### config.mk
export PLATFORM = sky130hd
export DESIGN_NAME = cb_dina_sched_flat
export DESIGN_NICKNAME = d
export VERILOG_FILES = /design/src/rtl/cb_dina_sched_if.sv /design/src/rtl/cb_dina_sched.sv /design/src/flat_wrapper.sv
export SDC_FILE = /design/constraint.sdc
export NUM_CORES = 1
export LEC_CHECK = 0
export BUFFER_PORTS_ARGS = -buffer_cell sky130_fd_sc_hd__buf_2
export CAP_MARGIN = 25
export CORE_ASPECT_RATIO = 2
export CORE_MARGIN = 4
export CORE_UTILIZATION = 44
export CTS_CLUSTER_SIZE = 12
export DETAILED_ROUTE_END_ITERATION = 7
export MAX_ROUTING_LAYER = met4
export PLACE_DENSITY = 0.7
export SLEW_MARGIN = 15
export SYNTH_ARGS = -nofsm -noshare
export SYNTH_HDL_FRONTEND = slang
export SYNTH_SLANG_ARGS = --single-unit
### constraint.sdc
create_clock -name clk -period 2.9 [get_ports clk]
set_input_delay 0.58 -clock clk [delete_from_list [all_inputs] [get_ports clk]]
set_output_delay 0.58 -clock clk [all_outputs]
set_load 0.03 [all_outputs]
### src/rtl/cb_dina_sched_if.sv
// ---------------------------------------------------------------------------
// cb_dina_sched_if
// Bundle between the CB port-A scheduler and the two requesters, the CB
// write-data mapper and CB port A.
//   master : requester side (drives req_*, lk_idx; observes everything else)
//   slave  : scheduler side (cb_dina_sched)
// Signals:
//   req_xyxita / req_lxly  level requests, held until done / err
//   lk_idx                 landmark index, sampled at grant
//   gnt_*                  high for the whole operation
//   done_*                 one-cycle completion pulses
//   err_lm_idx             one-cycle pulse, landmark index out of range
//   busy                   scheduler not idle
//   CB_dina_sel/seq_cnt_out  mapper controls (op code, beat number)
//   CB_wea/CB_addra        CB port-A lane enables and row address
// ---------------------------------------------------------------------------
interface cb_dina_sched_if #(
  parameter int L              = 4,
  parameter int SEQ_CNT_DW     = 5,
  parameter int CB_DINA_SEL_DW = 2,
  parameter int CB_AW          = 10,
  parameter int LM_IDX_DW      = 6
);
  logic                      req_xyxita;
  logic                      req_lxly;
  logic [LM_IDX_DW-1:0]      lk_idx;
  logic                      gnt_xyxita;
  logic                      gnt_lxly;
  logic                      done_xyxita;
  logic                      done_lxly;
  logic                      err_lm_idx;
  logic                      busy;
  logic [CB_DINA_SEL_DW-1:0] CB_dina_sel;
  logic [SEQ_CNT_DW-1:0]     seq_cnt_out;
  logic [L-1:0]              CB_wea;
  logic [CB_AW-1:0]          CB_addra;

  modport master (
    output req_xyxita, req_lxly, lk_idx,
    input  gnt_xyxita, gnt_lxly, done_xyxita, done_lxly, err_lm_idx, busy,
    input  CB_dina_sel, seq_cnt_out, CB_wea, CB_addra
  );

  modport slave (
    input  req_xyxita, req_lxly, lk_idx,
    output gnt_xyxita, gnt_lxly, done_xyxita, done_lxly, err_lm_idx, busy,
    output CB_dina_sel, seq_cnt_out, CB_wea, CB_addra
  );
endinterface

### src/rtl/cb_dina_sched.sv
// ---------------------------------------------------------------------------
// cb_dina_sched
// Arbitrates CB port A between robot-pose writeback (x, y, xita: 3 beats,
// row STATE_ROW) and landmark init (lkx, lky: 2 beats, row LM_BASE_ROW+lk_idx).
// Beat k drives the mapper with seq_cnt_out=k and, one cycle later (matching
// the mapper's registered CB_dina), writes lane k-1 of the selected row.
// Ports:
//   clk        system clock
//   sys_rst_n  asynchronous active-low reset; aborts any operation silently
//   bus        cb_dina_sched_if.slave (requests, grants, mapper and CB controls)
// Sequence per op: IDLE -> SEQ (N beats) -> FLUSH -> IDLE (done pulses).
// All outputs are registered.
// ---------------------------------------------------------------------------
module cb_dina_sched #(
  parameter int L              = 4,
  parameter int SEQ_CNT_DW     = 5,
  parameter int CB_DINA_SEL_DW = 2,
  parameter int CB_AW          = 10,
  parameter int LM_IDX_DW      = 6,
  parameter int NUM_LM         = 32,
  parameter int STATE_ROW      = 0,
  parameter int LM_BASE_ROW    = 1
) (
  input logic             clk,
  input logic             sys_rst_n,
  cb_dina_sched_if.slave  bus
);

  typedef enum logic [1:0] {S_IDLE, S_SEQ, S_FLUSH} state_e;
  typedef enum logic {OP_POSE, OP_LM} op_e;

  localparam logic [CB_DINA_SEL_DW-1:0] SEL_IDLE = '0;
  localparam logic [CB_DINA_SEL_DW-1:0] SEL_POSE = CB_DINA_SEL_DW'(2'b10);
  localparam logic [CB_DINA_SEL_DW-1:0] SEL_LM   = CB_DINA_SEL_DW'(2'b11);
  localparam logic [SEQ_CNT_DW-1:0]     SEQ_ONE  = SEQ_CNT_DW'(1);
  localparam int                        IDX_W    = LM_IDX_DW + 1;

  state_e                    state_q, state_d;
  op_e                       op_q, op_d;
  op_e                       rr_last_q, rr_last_d;
  logic [SEQ_CNT_DW-1:0]     n_beats_q, n_beats_d;
  logic [CB_AW-1:0]          row_q, row_d;
  logic                      gnt_x_q, gnt_x_d;
  logic                      gnt_l_q, gnt_l_d;
  logic                      done_x_q, done_x_d;
  logic                      done_l_q, done_l_d;
  logic                      err_q, err_d;
  logic                      busy_q, busy_d;
  logic [CB_DINA_SEL_DW-1:0] sel_q, sel_d;
  logic [SEQ_CNT_DW-1:0]     seq_q, seq_d;
  logic [L-1:0]              wea_q, wea_d;
  logic [CB_AW-1:0]          addra_q, addra_d;

  logic req_x, req_l, lm_bad, lm_ok;

  always_comb begin
    // NOTE: every _d gets a default first so no path leaves it unassigned,
    // which would otherwise infer a latch.
    state_d   = state_q;
    op_d      = op_q;
    rr_last_d = rr_last_q;
    n_beats_d = n_beats_q;
    row_d     = row_q;
    gnt_x_d   = gnt_x_q;
    gnt_l_d   = gnt_l_q;
    sel_d     = sel_q;
    seq_d     = seq_q;
    done_x_d  = 1'b0;
    done_l_d  = 1'b0;
    err_d     = 1'b0;
    wea_d     = '0;
    addra_d   = addra_q;

    // A requester still sees its own done pulse this cycle and may not have
    // dropped its level request yet; masking it avoids re-granting a
    // finished operation.
    req_x  = bus.req_xyxita & ~done_x_q;
    req_l  = bus.req_lxly   & ~done_l_q;
    lm_bad = {1'b0, bus.lk_idx} >= IDX_W'(NUM_LM);
    lm_ok  = req_l & ~lm_bad;

    // Write side trails the mapper controls by one cycle: beat k seen on
    // seq_q becomes lane k-1 enable on the next cycle.
    if (seq_q != '0) begin
      wea_d   = L'(1) << (seq_q - SEQ_ONE);
      addra_d = row_q;
    end

    unique case (state_q)
      S_IDLE: begin
        err_d = req_l & lm_bad;
        // Pose wins when it is the only valid request or the landmark side
        // was served last.
        if (req_x && (!lm_ok || rr_last_q == OP_LM)) begin
          state_d   = S_SEQ;
          op_d      = OP_POSE;
          n_beats_d = SEQ_CNT_DW'(3);
          row_d     = CB_AW'(STATE_ROW);
          gnt_x_d   = 1'b1;
          sel_d     = SEL_POSE;
          seq_d     = SEQ_ONE;
        end else if (lm_ok) begin
          state_d   = S_SEQ;
          op_d      = OP_LM;
          n_beats_d = SEQ_CNT_DW'(2);
          row_d     = CB_AW'(LM_BASE_ROW) + CB_AW'(bus.lk_idx);
          gnt_l_d   = 1'b1;
          sel_d     = SEL_LM;
          seq_d     = SEQ_ONE;
        end
      end
      S_SEQ: begin
        if (seq_q == n_beats_q) begin
          state_d = S_FLUSH;
          sel_d   = SEL_IDLE;
          seq_d   = '0;
        end else begin
          seq_d = seq_q + SEQ_ONE;
        end
      end
      S_FLUSH: begin
        state_d   = S_IDLE;
        gnt_x_d   = 1'b0;
        gnt_l_d   = 1'b0;
        done_x_d  = (op_q == OP_POSE);
        done_l_d  = (op_q == OP_LM);
        rr_last_d = op_q;
      end
      default: state_d = S_IDLE;
    endcase

    busy_d = (state_d != S_IDLE);
  end

  // NOTE: sequential state uses non-blocking assignments so every flop
  // samples pre-edge values regardless of statement order.
  always_ff @(posedge clk or negedge sys_rst_n) begin
    if (!sys_rst_n) begin
      state_q   <= S_IDLE;
      op_q      <= OP_POSE;
      rr_last_q <= OP_LM;
      n_beats_q <= '0;
      row_q     <= '0;
      gnt_x_q   <= 1'b0;
      gnt_l_q   <= 1'b0;
      done_x_q  <= 1'b0;
      done_l_q  <= 1'b0;
      err_q     <= 1'b0;
      busy_q    <= 1'b0;
      sel_q     <= SEL_IDLE;
      seq_q     <= '0;
      wea_q     <= '0;
      addra_q   <= '0;
    end else begin
      state_q   <= state_d;
      op_q      <= op_d;
      rr_last_q <= rr_last_d;
      n_beats_q <= n_beats_d;
      row_q     <= row_d;
      gnt_x_q   <= gnt_x_d;
      gnt_l_q   <= gnt_l_d;
      done_x_q  <= done_x_d;
      done_l_q  <= done_l_d;
      err_q     <= err_d;
      busy_q    <= busy_d;
      sel_q     <= sel_d;
      seq_q     <= seq_d;
      wea_q     <= wea_d;
      addra_q   <= addra_d;
    end
  end

  assign bus.gnt_xyxita  = gnt_x_q;
  assign bus.gnt_lxly    = gnt_l_q;
  assign bus.done_xyxita = done_x_q;
  assign bus.done_lxly   = done_l_q;
  assign bus.err_lm_idx  = err_q;
  assign bus.busy        = busy_q;
  assign bus.CB_dina_sel = sel_q;
  assign bus.seq_cnt_out = seq_q;
  assign bus.CB_wea      = wea_q;
  assign bus.CB_addra    = addra_q;

endmodule

### src/flat_wrapper.sv
// flat-port wrapper written by rule: the top's interface ports become plain ports
module cb_dina_sched_flat 
#(
  parameter int L              = 4,
  parameter int SEQ_CNT_DW     = 5,
  parameter int CB_DINA_SEL_DW = 2,
  parameter int CB_AW          = 10,
  parameter int LM_IDX_DW      = 6,
  parameter int NUM_LM         = 32,
  parameter int STATE_ROW      = 0,
  parameter int LM_BASE_ROW    = 1
)
  (clk, sys_rst_n, bus_req_xyxita, bus_req_lxly, bus_lk_idx, bus_gnt_xyxita, bus_gnt_lxly, bus_done_xyxita, bus_done_lxly, bus_err_lm_idx, bus_busy, bus_CB_dina_sel, bus_seq_cnt_out, bus_CB_wea, bus_CB_addra);
  cb_dina_sched_if #(.L(L), .SEQ_CNT_DW(SEQ_CNT_DW), .CB_DINA_SEL_DW(CB_DINA_SEL_DW), .CB_AW(CB_AW), .LM_IDX_DW(LM_IDX_DW)) bus_i ();
  input logic clk;
  input logic sys_rst_n;
  input wire logic [$bits(bus_i.req_xyxita)-1:0] bus_req_xyxita;
  input wire logic [$bits(bus_i.req_lxly)-1:0] bus_req_lxly;
  input wire logic [$bits(bus_i.lk_idx)-1:0] bus_lk_idx;
  output wire logic [$bits(bus_i.gnt_xyxita)-1:0] bus_gnt_xyxita;
  output wire logic [$bits(bus_i.gnt_lxly)-1:0] bus_gnt_lxly;
  output wire logic [$bits(bus_i.done_xyxita)-1:0] bus_done_xyxita;
  output wire logic [$bits(bus_i.done_lxly)-1:0] bus_done_lxly;
  output wire logic [$bits(bus_i.err_lm_idx)-1:0] bus_err_lm_idx;
  output wire logic [$bits(bus_i.busy)-1:0] bus_busy;
  output wire logic [$bits(bus_i.CB_dina_sel)-1:0] bus_CB_dina_sel;
  output wire logic [$bits(bus_i.seq_cnt_out)-1:0] bus_seq_cnt_out;
  output wire logic [$bits(bus_i.CB_wea)-1:0] bus_CB_wea;
  output wire logic [$bits(bus_i.CB_addra)-1:0] bus_CB_addra;
  assign bus_i.req_xyxita = bus_req_xyxita;
  assign bus_i.req_lxly = bus_req_lxly;
  assign bus_i.lk_idx = bus_lk_idx;
  assign bus_gnt_xyxita = bus_i.gnt_xyxita;
  assign bus_gnt_lxly = bus_i.gnt_lxly;
  assign bus_done_xyxita = bus_i.done_xyxita;
  assign bus_done_lxly = bus_i.done_lxly;
  assign bus_err_lm_idx = bus_i.err_lm_idx;
  assign bus_busy = bus_i.busy;
  assign bus_CB_dina_sel = bus_i.CB_dina_sel;
  assign bus_seq_cnt_out = bus_i.seq_cnt_out;
  assign bus_CB_wea = bus_i.CB_wea;
  assign bus_CB_addra = bus_i.CB_addra;
  cb_dina_sched #(.L(L), .SEQ_CNT_DW(SEQ_CNT_DW), .CB_DINA_SEL_DW(CB_DINA_SEL_DW), .CB_AW(CB_AW), .LM_IDX_DW(LM_IDX_DW), .NUM_LM(NUM_LM), .STATE_ROW(STATE_ROW), .LM_BASE_ROW(LM_BASE_ROW)) u_core (.clk(clk), .sys_rst_n(sys_rst_n), .bus(bus_i));
endmodule
After elaboration in Yosys (flattened, before gate mapping)
Cells that the tools add are included.
{ "classes": {"addsub": 3, "magnitude_cmp": 1, "n_eq_ne": 8, "n_shift": 1, "mux": 26, "bitwise_logic": 8, "n_reduce_logical": 14} }
{ "op_table": {"columns": ["op", "n"], "rows": [
  ["2-to-1 mux 5 bit", 5],
  ["2-to-1 mux 10 bit", 2],
  ["2-to-1 mux 2 bit", 6],
  ["case mux 5 bit (2 select lines)", 1],
  ["case mux 2 bit (2 select lines)", 2],
  ["nonzero test 2 bit", 4],
  ["adder 1 x 6 -> 7 bit, first input constant", 1],
  ["2-to-1 mux 1 bit", 7],
  ["greater-or-equal comparator 6 bit, second input constant", 1],
  ["!= test 2 x 1 -> 1 bit, second input constant", 3],
  ["AND reduction 2 bit", 3],
  ["AND reduction 3 bit", 2],
  ["adder 5 x 1 -> 5 bit, second input constant", 1],
  ["equality test 5 bit", 1],
  ["nonzero test 5 bit", 1],
  ["left shift 1 x 5 -> 4 bit, first input constant", 1],
  ["subtractor 5 x 1 -> 5 bit, second input constant", 1],
  ["bitwise AND 1 bit", 4],
  ["2-to-1 mux 4 bit", 1],
  ["NOT 1 bit", 4],
  ["case mux 1 bit (2 select lines)", 2],
  ["!= test 3 x 1 -> 1 bit, second input constant", 1],
  ["equality test 2 x 1 -> 1 bit, second input constant", 1],
  ["equality test 2 bit, second input constant", 1],
  ["5 further kinds", 5]
]} }
{ "totals": {"register_bits": 46, "inputBits": 10, "out_inout_bits": 27, "word_cells": 76} }

Depth between registers and ports, before layout
{ "logic_depth": {"depth_word": 9, "ltp_mapped": 6, "depth_no_buf": 6} }

Worst setup path after synthesis
OpenSTA, ideal clock, no wires.
{ "synth_timing": {"path_kind": "reg-to-reg", "from": "register u_core.seq_q[0] (netlist: u_core.bus.seq_cnt_out[0])", "to": "register u_core.wea_q[0] (netlist: u_core.bus.CB_wea[0])", "setup_ps": 86, "arrival_time_ps": 1816, "required_ps": 2814, "setup_slack_ps": 998, "stages_incl_launch_ff": 7, "n_path_buf": 0, "period_less_slack_ps": 1902, "cell_sequence": "dfrtp_1 inv_1 ha_1 o21bai_1 a211oi_1 nor3_1 nor3_1"} }
{ "synth_via": {"elab_chain_len": 3, "word_cells_on_any_way": 4, "classes_between": "add/sub: 1; shift: 1; mux: 1; reduce/logical: 1"} }
{ "synth_lines": {"columns": ["element", "line_no", "source"], "rows": [
  ["start: declaration", "cb_dina_sched.sv:50", "logic [SEQ_CNT_DW-1:0] seq_q, seq_d;"],
  ["start signal: assignment", "cb_dina_sched.sv:167", "seq_q <= seq_d;"],
  ["subtractor 5 x 1 -> 5 bit", "cb_dina_sched.sv:85", "wea_d = L'(1) << (seq_q - SEQ_ONE);"],
  ["left shift 1 x 5 -> 4 bit", "cb_dina_sched.sv:85", null],
  ["2-to-1 mux 4 bit *", "cb_dina_sched.sv:84", "if (seq_q != '0) begin"],
  ["net u_core.wea_d[0]", "cb_dina_sched.sv:51", "logic [L-1:0] wea_q, wea_d;"],
  ["end signal: assignment", "cb_dina_sched.sv:168", "wea_q <= wea_d;"],
  ["end: declaration", "cb_dina_sched.sv:51", null]
]} }
The timed path passes the listed nets; every way through them passes the cells marked *.
A chain may end at the register's enable or synchronous reset.

Worst setup path after layout
{ "layout_timing": {"from": "register u_core.seq_q[0] (netlist: u_core.bus.seq_cnt_out[0])", "to": "register u_core.addra_q[4] (netlist: u_core.bus.CB_addra[4])"} }
{ "layout_via": {"elab_chain_len": 1} }
{ "layout_lines": {"columns": ["element", "line_no", "source"], "rows": [
  ["nonzero test 5 bit", "cb_dina_sched.sv:84", null],
  ["end signal: assignment", "cb_dina_sched.sv:169", "addra_q <= addra_d;"],
  ["end: declaration", "cb_dina_sched.sv:52", "logic [CB_AW-1:0] addra_q, addra_d;"]
]} }
No other way between the ends.

==> summary.txt <==
Status: finished, final reports clean
R2R depth: 5
Core Rows: 31
Post-route cell area: 0.00199 mm²
Worst-path cell chain: inv_1 > ha_1 > inv_1 > nor2_2 > mux2_2
Cts repair resizes: 0
CP dominant cell by count: inv_1
Worst-path fanout max: 11
I/O Pins: 37
Post-CTS setup buffers: 0
Die ar.: 0.00503 mm²
CTS Buffer Depth: 2
Seq pwr share: 38.3%
Mux cell area share after synthesis: 4.59%
Crit path required time: 3.06 ns
Placer congestion estimate: 0.814
Post-DRT Antenna Nets: 0
CP Launch Type: flop
Synth Register Bits: 37
Skew final: 0.00378 ns
Reg2Reg Setup Slack: 0.95 ns
Vias in the first global route: 1360
Via-to-Cell Ratio: 5.18
Commonest non-fill, non-tap cells in the layout: 36 x dfrtp_1, 33 x buf_2, 15 x nand2_1, 12 x inv_1, 8 x nand3_1
H-tree Lvls: 2
Post-Synth Adder-Cell Area: 3.64%
Final WS setup: 0.954 ns
Met2 Use GR: 29.0%
Commonest register cell after synthesis: dfrtp_1
Data arrival time of the worst path: 2.11 ns
IO Port Bufs: 33
Post-DP HPWL: 2.65 mm
DRT Pass-1 Iters: 4
Die H: 96.4 µm
Final Max Tran Viols: 0
Fin crit period: 1.95 ns
Psw: 0.977 mW
Critical Path Max Stage Delay: 0.49 ns
Maxcap violations: 0
Initial antenna violation count: 0
Hold crit path type: input port to asynchronous set/reset pin
Sequential fraction of the synthesis area: 53.9%
Syn Inst Count: 154
Most common cell after layout, fill and taps aside: dfrtp_1
CP delay by family, top: flip-flops
RSZ-0062 raised after global routing: no
Ant. Diodes: 0
Max VDD drop: 0.540 mV
Worst hold margin: 0.377 ns
First-pass GRT wire length: 5.89 mm
Worst-skew pair later-pin latency: 0.28 ns
Share of cells above drive strength 1: 28.1%
# nets final: 206
Placed inst area: 0.00191 mm²
R2r endpoint: u_core.bus.CB_addra[4]$_DFFE_PN0P_
Critical path buffers and inverters: 2
Synth top area cells: dfrtp_1 52%, mux2_2 4.6%, ha_1 3.6%, nand2_1 3.3%, inv_1 2.6%
Simple-Gate Fraction of Synth Area: 16.7%
Most used routing layer: met2
Final setup vio count: 0
CP max-delay cell: dfrtp_1
Root Driver: clkbuf_8
Total GRT Usage: 16.0%
CORE AREA: 0.00368 mm²
Design Power: 2.20 mW
Asr flop ratio synth: 100%
Pin count of the biggest net entering global routing: 38
Post-synth EDFFs: 0
Ys Warns: 0
CTS tree: built
Final period utilization: 67.1%
Pwr per Cell Area: 1100 mW/mm²
Logic pwr share: 46.5%
F_max: 514 MHz
Worst slack, placed: 0.954 ns
Starting Density: 46.7%
Clock-pin slew on the worst setup and hold paths: 0.07 ns
Synth top area share: 52.4%
Post-synthesis xor/xnor area fraction: 3.49%
Final Hold Viols: 0
CTS buffer count: 5
TritonCTS Sinks: 37
Drc violations: 0
Compound-Gate Fraction of Synth Area: 12.0%
Clock share of power: 15.2%
Worst slew margin: 46.5%
Chip width: 52.2 µm
Setup TNS: 0 ns
Via count: 1248
Total grt overflow: 0
Internal: 1.22 mW
Largest family of logic cells by synthesized area: simple AND/OR/NAND/NOR gates
Synth area leader: dfrtp_1
Pleak: 0.993 nW
Area Overhead vs Synth: 15.9%
CP Class: flop to flop
FF-to-FF Start: u_core.bus.seq_cnt_out[0]$_DFFE_PN0P_
DRT iter0 DRCs: 32
CP endpoint kind: flop
Met3 usage: 3.07%
Switch share: 44.4%
Cts-stage hold buffer count: 0
WL/cell: 14.3 µm
Cell Area, Synth: 0.00172 mm²
Synth cell types: 47
Met1 usage: 15.6%
Final WL: 3.45 mm
Mean Syn Cell Area: 11.2 µm²
Least-Margin Pin Slew: 0.803 ns
worst reg2reg max path, stage by stage (launching register included):
cell     delay [ns]
dfrtp_1        0.49
inv_1          0.29
ha_1           0.20
inv_1          0.05
nor2_2         0.39
mux2_2         0.40
synth_stat cells (2+ instances only):
library cell,number
dfrtp_1,36
nand2_1,15
inv_1,12
nand3_1,8
mux2_2,7
nor2_1,7
nor3_1,6
o21ai_0,6
ha_1,5
a21oi_1,4
buf_4,3
nand2b_1,3
xnor2_1,3
a31oi_1,2
and2b_1,2
and3_1,2
buf_6,2
xor2_1,2
logic make-up (layout without fill, tap and decap cells):
kind of cell    count (synthesis)  in the layout
compound gates                 26             26
buf+inv                        18             54
flops                          37             37
simple gates                   54             54
xor+xnor                        6              6
mux                             7              7
other cells                     1              3
fa+ha+maj                       5              5
worst max path at each step:
stage,cells after the start,to,startpoint
3_5_place_dp,5,u_core.bus.CB_addra[4]$_DFFE_PN0P_,u_core.bus.seq_cnt_out[0]$_DFFE_PN0P_
6_report,5,u_core.bus.CB_addra[4]$_DFFE_PN0P_,u_core.bus.seq_cnt_out[0]$_DFFE_PN0P_
2_1_floorplan,6,u_core.bus.CB_wea[0]$_DFF_PN0_,u_core.bus.seq_cnt_out[0]$_DFFE_PN0P_
4_1_cts,5,u_core.bus.CB_addra[4]$_DFFE_PN0P_,u_core.bus.seq_cnt_out[0]$_DFFE_PN0P_
5_1_grt,6,u_core.bus.CB_wea[0]$_DFF_PN0_,u_core.bus.seq_cnt_out[0]$_DFFE_PN0P_
3_3_place_gp,6,u_core.bus.CB_wea[0]$_DFF_PN0_,u_core.bus.seq_cnt_out[0]$_DFFE_PN0P_
through the flow:
stage | util (%) | instances
global route | 54.1 | 241
detailed placement | 51.9 | 233
global placement | 51.9 | 233
CTS | 54.1 | 241
floorplan | - | 156
finish | 54.1 | 241
sequential cells by signal (all words and copies together), names as in the netlist, 2 cells and up:
register	flops
u_core.n_beats_q	2
u_core.bus.CB_wea	4
u_core.bus.CB_addra	7
u_core.bus.seq_cnt_out	5
u_core.state_q	2
u_core.bus.CB_dina_sel	2
u_core.row_q	7
power groups by stage:
stage               combinational, mW  clock [mW]  sequential [mW]
CTS                              1.03       0.347            0.843
finish                           1.02       0.334            0.843
detailed placement               1.02           0            0.852
global route                     1.11       0.370            0.869
floorplan                       0.607           0             1.01
global placement                0.986           0            0.844
layout make-up:
cell class | instances | area (µm²)
flip-flops and latches | 37 | 927
repair buffers | 34 | 173
fillers | 335 | 1690
well taps | 49 | 61.3
multi-input cells | 101 | 706
inverters | 12 | 45.0
clock buffers | 8 | 80.1
layer usage:
metal  vias to the layer above  share of wire (%)
met3                         6                4.9
met5                         -                  0
li1                        593                  -
met4                         0                2.0
met1                       618                 37
met2                        31                 56
(Power assumes the default switching activity.)
